--- src/rtl/nn_axis_out_streamer.sv ---
// rtl/nn_axis_out_streamer.sv - AXI-Stream master that serializes final-layer output vectors one neuron per beat
module nn_axis_out_streamer #(
    parameter int NUM_OUT    = 10,
    parameter int DATA_WIDTH = 16,
    parameter int CNT_WIDTH  = 16
) (
    input  logic                          s_axi_aclk,
    input  logic                          s_axi_aresetn,
    input  logic [NUM_OUT*DATA_WIDTH-1:0] i_data,
    input  logic                          i_valid,
    output logic [DATA_WIDTH-1:0]         m_axis_tdata,
    output logic                          m_axis_tvalid,
    input  logic                          m_axis_tready,
    output logic                          m_axis_tlast,
    output logic                          m_axis_tuser,
    output logic                          o_busy,
    output logic                          o_overflow,
    output logic [CNT_WIDTH-1:0]          o_drop_count,
    input  logic                          i_clear_overflow
);

    localparam int VW = NUM_OUT * DATA_WIDTH;
    localparam int BW = (NUM_OUT > 1) ? $clog2(NUM_OUT) : 1;
    localparam logic [BW-1:0] LAST_BEAT = BW'(NUM_OUT - 1);

    localparam logic [0:0] IDLE = 1'b0;
    localparam logic [0:0] SEND = 1'b1;

    logic [0:0]    state, state_n;
    logic [VW-1:0] active, active_n;
    logic [VW-1:0] pending, pending_n;
    logic          pend_full, pend_full_n;
    logic [BW-1:0] beat, beat_n;
    logic          handshake, last_handshake, drop;

    assign handshake      = (state == SEND) && m_axis_tready;
    assign last_handshake = handshake && (beat == LAST_BEAT);

    // Next-state: frame sequencing, pending buffer and drop decision
    always_comb begin
        state_n     = state;
        active_n    = active;
        pending_n   = pending;
        pend_full_n = pend_full;
        beat_n      = beat;
        drop        = 1'b0;
        case (state)
            IDLE: begin
                if (i_valid) begin
                    state_n  = SEND;
                    active_n = i_data;
                    beat_n   = '0;
                end
            end
            SEND: begin
                if (last_handshake) begin
                    // Chain straight into the next frame when one is queued so the stream has no bubble
                    if (pend_full) begin
                        active_n = pending;
                        beat_n   = '0;
                        if (i_valid) pending_n = i_data;
                        else         pend_full_n = 1'b0;
                    end else if (i_valid) begin
                        active_n = i_data;
                        beat_n   = '0;
                    end else begin
                        state_n = IDLE;
                    end
                end else begin
                    if (handshake) begin
                        active_n = active >> DATA_WIDTH;
                        beat_n   = beat + BW'(1);
                    end
                    if (i_valid) begin
                        if (!pend_full) begin
                            pending_n   = i_data;
                            pend_full_n = 1'b1;
                        end else begin
                            drop = 1'b1;
                        end
                    end
                end
            end
            default: state_n = IDLE;
        endcase
    end

    // Datapath and registered stream sideband; tuser/tlast are precomputed from the next beat index
    always_ff @(posedge s_axi_aclk or negedge s_axi_aresetn) begin
        if (!s_axi_aresetn) begin
            state         <= IDLE;
            active        <= '0;
            pending       <= '0;
            pend_full     <= 1'b0;
            beat          <= '0;
            m_axis_tvalid <= 1'b0;
            m_axis_tuser  <= 1'b0;
            m_axis_tlast  <= 1'b0;
            o_busy        <= 1'b0;
        end else begin
            state         <= state_n;
            active        <= active_n;
            pending       <= pending_n;
            pend_full     <= pend_full_n;
            beat          <= beat_n;
            m_axis_tvalid <= (state_n == SEND);
            m_axis_tuser  <= (state_n == SEND) && (beat_n == '0);
            m_axis_tlast  <= (state_n == SEND) && (beat_n == LAST_BEAT);
            o_busy        <= (state_n == SEND) || pend_full_n;
        end
    end

    // Sticky overflow flag and saturating drop counter; a drop wins over a same-cycle clear
    always_ff @(posedge s_axi_aclk or negedge s_axi_aresetn) begin
        if (!s_axi_aresetn) begin
            o_overflow   <= 1'b0;
            o_drop_count <= '0;
        end else if (i_clear_overflow) begin
            o_overflow   <= drop;
            o_drop_count <= drop ? CNT_WIDTH'(1) : '0;
        end else if (drop) begin
            o_overflow <= 1'b1;
            if (o_drop_count != '1) o_drop_count <= o_drop_count + CNT_WIDTH'(1);
        end
    end

    assign m_axis_tdata = active[DATA_WIDTH-1:0];

endmodule

--- config.mk ---
export PLATFORM = sky130hd
export DESIGN_NAME = nn_axis_out_streamer
export DESIGN_NICKNAME = d
export VERILOG_FILES = /design/src/rtl/nn_axis_out_streamer.sv
export SDC_FILE = /design/constraint.sdc
export NUM_CORES = 1
export LEC_CHECK = 0
export ABC_AREA = 0
export BUFFER_PORTS_ARGS = -buffer_cell sky130_fd_sc_hd__clkbuf_2
export CAP_MARGIN = 0
export CORE_UTILIZATION = 58
export CTS_CLUSTER_DIAMETER = 30
export DETAILED_ROUTE_END_ITERATION = 8
export PLACE_DENSITY = 0.8
export SETUP_SLACK_MARGIN = 0.4
export SLEW_MARGIN = 30
export SYNTH_ARGS = -nofsm -noshare
export SYNTH_HDL_FRONTEND = slang
export SYNTH_SLANG_ARGS = --single-unit
--- constraint.sdc ---
create_clock -name s_axi_aclk -period 2.5 [get_ports s_axi_aclk]
set_input_delay 0.75 -clock s_axi_aclk [delete_from_list [all_inputs] [get_ports s_axi_aclk]]
set_output_delay 0.75 -clock s_axi_aclk [all_outputs]
set_load 0.01 [all_outputs]
**Word-level counts from Yosys, hierarchy flattened**

Index checks and enable logic that the tools add are counted.

- Register bits after elaboration: 346
- Output and inout bits: 37
- Input bits: 165
- Word-level logic and storage cells: 64

- Add/subtract/negate cells: 2
- Reductions and logical operators: 11
- Muxes and demuxes: 33
- Bitwise logic cells: 1
- Equal/unequal tests: 7

Operators with widths:

| kind | number |
|---|---|
| 160-bit two-way mux | 9 |
| 160-bit one-hot mux with 2 select lines | 1 |
| 16-bit two-way mux | 3 |
| 16-bit by 1-bit adder with 16-bit output, second input constant | 1 |
| 4-bit two-way mux | 4 |
| 16-bit inequality test, second input constant | 1 |
| 1-bit two-way mux | 14 |
| 4-bit equality test, second input constant | 2 |
| 4-bit one-hot mux with 2 select lines | 1 |
| 2-bit nonzero test | 3 |
| 5-bit AND reduction | 1 |
| 4-bit by 1-bit adder with 4-bit output, second input constant | 1 |
| 1-bit logical AND | 4 |
| 4-bit logical NOT | 1 |
| 2-bit inequality test, second input constant | 2 |
| 3-bit by 1-bit inequality test with 1-bit output, second input constant | 1 |
| 2-bit by 1-bit inequality test with 1-bit output, second input constant | 1 |
| 1-bit one-hot mux with 2 select lines | 1 |
| 2-bit AND reduction | 1 |
| 1-bit logical OR | 1 |
| 1-bit NOT | 1 |

**Logic depth before layout (Yosys ltp)**

- Word-level depth: 6
- Depth in mapped cells: 9
- Mapped depth without buffers: 6

**Worst setup path after synthesis**

OpenSTA, ideal clock, no wires.

- Path kind: input -> register
- Start: in i_valid
- End: reg o_drop_count[11]
- Path slack: 366 ps
- Data arrival time: 2010 ps
- Path buffers: 2
- Setup time: 125 ps
- Stages: 6
- Required time: 2375 ps
- Path through: buf_2 > and3_1 > nand2_1 > buf_2 > nor4_1 > mux2_2

- Cells in the longest elaborated chain, start to end: 5

Ends and longest elaborated chain:

| item | line | RTL |
|---|---|---|
| start: declaration | 10 | `input logic i_valid,` |
| 1-bit two-way mux | 74 | `if (i_valid) begin` |
| 1-bit two-way mux | 56 | `if (last_handshake) begin` |
| 1-bit two-way mux | 47 | `case (state)` |
| 2-bit nonzero test (no source line) | -- |  |
| 2-bit AND reduction (no source line) | -- |  |
| end signal: assignment | 120 | `o_drop_count <= drop ? CNT_WIDTH'(1) : '0;` |
| end signal: assignment | 123 | `if (o_drop_count != '1) o_drop_count <= o_drop_count + CNT_WIDTH'(1);` |
| end: declaration | 18 | `output logic [CNT_WIDTH-1:0] o_drop_count,` |

No other way between the ends.
A chain may end at the register's enable or synchronous reset.

**Worst setup path in the final report**

- Start: reg beat[1]
- End: reg active[89]

- Cells in the longest elaborated chain, start to end: 4
- Elaborated cells on any way between the ends: 5
- Classes of those cells: eq/ne: 2; mux: 2; reduce/logical: 1

Ends and longest elaborated chain:

| item | line | RTL |
|---|---|---|
| start: declaration | 33 | `logic [BW-1:0] beat, beat_n;` |
| start signal: assignment | 105 | `beat <= beat_n;` |
| 4-bit equality test (*) | 37 | `assign last_handshake = handshake && (beat == LAST_BEAT);` |
| 1-bit logical AND (*) | 37 |  |
| 160-bit two-way mux | 56 |  |
| 160-bit one-hot mux with 2 select lines | 47 |  |
| end signal: assignment | 102 | `active <= active_n;` |
| end: declaration | 30 | `logic [VW-1:0] active, active_n;` |

Mark *: on every way between the ends. The rest lies on a longest branch, timed or not.

==> metrics.txt <==
status complete, no violations; Post-DP Area 17200 µm²; 1st-iter DRT viols roughly 1500; crit path kind reg -> reg; CP peak stage delay around 420 ps; Post-DRT Antenna Nets 0; cell area after layout between 15000 and 20000 µm²; register area share after synthesis 54.8%; Yosys Warn Count 0; Setup TNS Final 0 ps; first-pass GRT wire length a little over 70 mm; vias in the first global route 13300; switching share of power slightly below 30%; cell-internal power ~17 mW; Reg power frac about two fifths; flop2flop setup slack 450 ps; DR WL/cell 22.9 µm; Comb pwr share roughly a fifth; Fin. Hold Viols 0; worst reg2reg path startpoint beat[1]$_DFF_PN0_; CTS max path bufs 3; Peak VDD IR between 0.0007 and 0.0008 V; worst-path maximum fanout between 80 and 90; Max Cap Viol 0; Clock transition at path regs 50 ps; gpl congestion 0.845; final wirelength approximately 45 mm; root buf cell clkbuf_16; syn nets between 1500 and 2000; number of flops mapped to enable cells by yosys 0; WP data arrival 2540 ps; CTS Hold Bufs 0; CP Buf/Inv Count 2; gr ovfl total 0; Core Rows 60; area grow syn2layout 25.7%; nets 1749; Post-Syn Area per Cell 11.3 µm²; Fmax slightly below 500 MHz; GRT Total Usage 32.8%; Crit. End Element flop; final setup margin between 400 and 500 ps; Yosys reg bits between 300 and 400; Die Y approximately 170 µm; leakage 9.01 nW; largest net degree at the start of global routing 87; DP HPWL between 20 and 30 mm; Cells after DPL approximately 1800; die width 167 µm; synthesized area between 15000 and 20000 µm²; CP required between 2000 and 3000 ps; FFs w/ async S/R, synth 100%; PwrDens approximately 1200 nW/µm²; period utilization 82.2%; number of non-filler instances in the completed layout approximately 2000; first-pass detailed-route iteration total 6; Tightest Pin Transition 994 ps; CTS Buf Count 71; critical-path cell list inv_1 > ha_4 > nand3b_1 > o31ai_4 > clkbuf_16 > a221o_1; most common cell after layout, fill and taps aside dfrtp_1; CP startpoint kind flop; Setup-failing EPs final 0; Max Transition Viols Final 0; Most used DFF post-synth dfrtp_1; post-layout min period ~2000 ps; Cell variety after synth slightly below 50; CORE AREA approximately 27000 µm²; clock power share slightly above 40%; Final Util 73.9%; commonest non-fill, non-tap cells in the layout dfrtp_1 (343), clkbuf_2 (200), a221o_1 (160), nand2_1 (157), a21oi_1 (154); fraction of final layout cells sized beyond drive strength 1 approximately 30%; DRC 0; # H-tree levels 3; Port-buffer cells 201; Skew-Pair Late Insertion Delay between 500 and 600 ps; mean number of vias per cell ~6.5; slew margin rel. approximately 34%; Synth Instances 1394; Vias approximately 13000; RSZ-0062 raised after global routing true; Reg2Reg Depth 6; P_sw between 6 and 7 mW; Initial Utilization ~59%; CP top delay family compound AO/OA/AOI/OAI gates; Critical R2R Capture active[89]$_DFFE_PN0P_; CTS tree done; CP max-delay cell clkbuf_16; I/O Pins between 200 and 250; pre-CTS WS 95.7 ps; initial antenna violation count 6; clk sink count 346; skew final 30.5 ps; total power 23.7 mW; Fin Hold WS ~140 ps; Min-Delay Path Class in -> async; die area about 28000 µm²
[cell type report]
cell class                      count  area (µm²)
Clock inverter                     33         395
Fill cell                        1752        7000
Multi-Input combinational cell    897        6420
Inverter                            8        30.0
Antenna cell                        5        12.5
Clock buffer                       94        2070
Sequential cell                   346        8660
Timing Repair Buffer              257        1860
Tap cell                          341         427
[flip-flops by register name, indices dropped and copies added (netlist names), 4 cells and up]
| signal | cells |
|---|---|
| active | 160 |
| beat | 4 |
| o_drop_count | 16 |
| pending | 160 |
[layer usage]
metal	wire length, µm	vias up	GRT usage [%]
li1	-	5593	-
met1	17900	6571	42.7
met2	22000	655	51.7
met3	3790	109	7.89
met4	1630	0	16.2
met5	0	-	0
[worst reg2reg max path, cell delays in order, from the launching register on]
cell	delay [ps]
dfrtp_1	370
inv_1	90
ha_4	170
nand3b_1	240
o31ai_4	380
clkbuf_16	420
a221o_1	330
[cell usage after synthesis, drive strengths merged, types with 3 or more instances]
library cell	count	area (µm²)
nor3b	3	22.5
dfrtp	346	8660
or2	5	33.8
nor2	10	37.5
nand4	6	43.8
and2	19	119
ha	3	37.5
nand3	150	751
mux2	167	1880
inv	8	30.0
clkbuf	55	206
nand2	158	593
o31ai	6	58.8
nor2b	6	37.5
o21ai	8	40.0
nand2b	3	18.8
buf	88	548
or4	4	30.0
and3	3	18.8
a21oi	154	771
a221o	160	1600
nor4	8	56.3
[worst max-delay path by stage]
stage                 startpoint  cells past startpoint  slack, ps                        to
2_1_floorplan      m_axis_tready                      6        420   pending[72]$_DFFE_PN0P_
6_report       beat[1]$_DFF_PN0_                      6        450    active[89]$_DFFE_PN0P_
3_5_place_dp       m_axis_tready                      6        100   pending[79]$_DFFE_PN0P_
3_3_place_gp       m_axis_tready                      6        120   pending[75]$_DFFE_PN0P_
4_1_cts        beat[1]$_DFF_PN0_                      8        410  pending[109]$_DFFE_PN0P_
5_1_grt        beat[1]$_DFF_PN0_                      6        380    active[89]$_DFFE_PN0P_
[power by group through the flow]
stage	logic (mW)	registers, mW	clock network, mW
floorplan	3.52	8.75	0
global route	5.18	9.51	9.99
global placement	4.33	9.16	0
CTS	4.74	9.25	9.69
detailed placement	4.55	9.28	0
finish	4.77	9.30	9.62
[cells by family (layout without fill, tap and decap cells)]
kind of cell | after synthesis | count (layout) | share of synthesized area, %
AOI/OAI and AO/OA | 342 | 342 | 16.4
DFF | 346 | 346 | 54.8
adders and majority gates | 3 | 3 | 0.237
other | 0 | 5 | 0
and+or+nand+nor | 384 | 384 | 11.7
muxes | 168 | 168 | 12.0
buffers and inverters | 151 | 392 | 4.96
[timing repair]
item,in CTS,in global routing
endpoints found under the setup margin,323,45
buffers inserted,7,0
gates cloned,2,1
pin swaps,1,0
gates resized for setup,8,3
(Power assumes the default switching activity.)
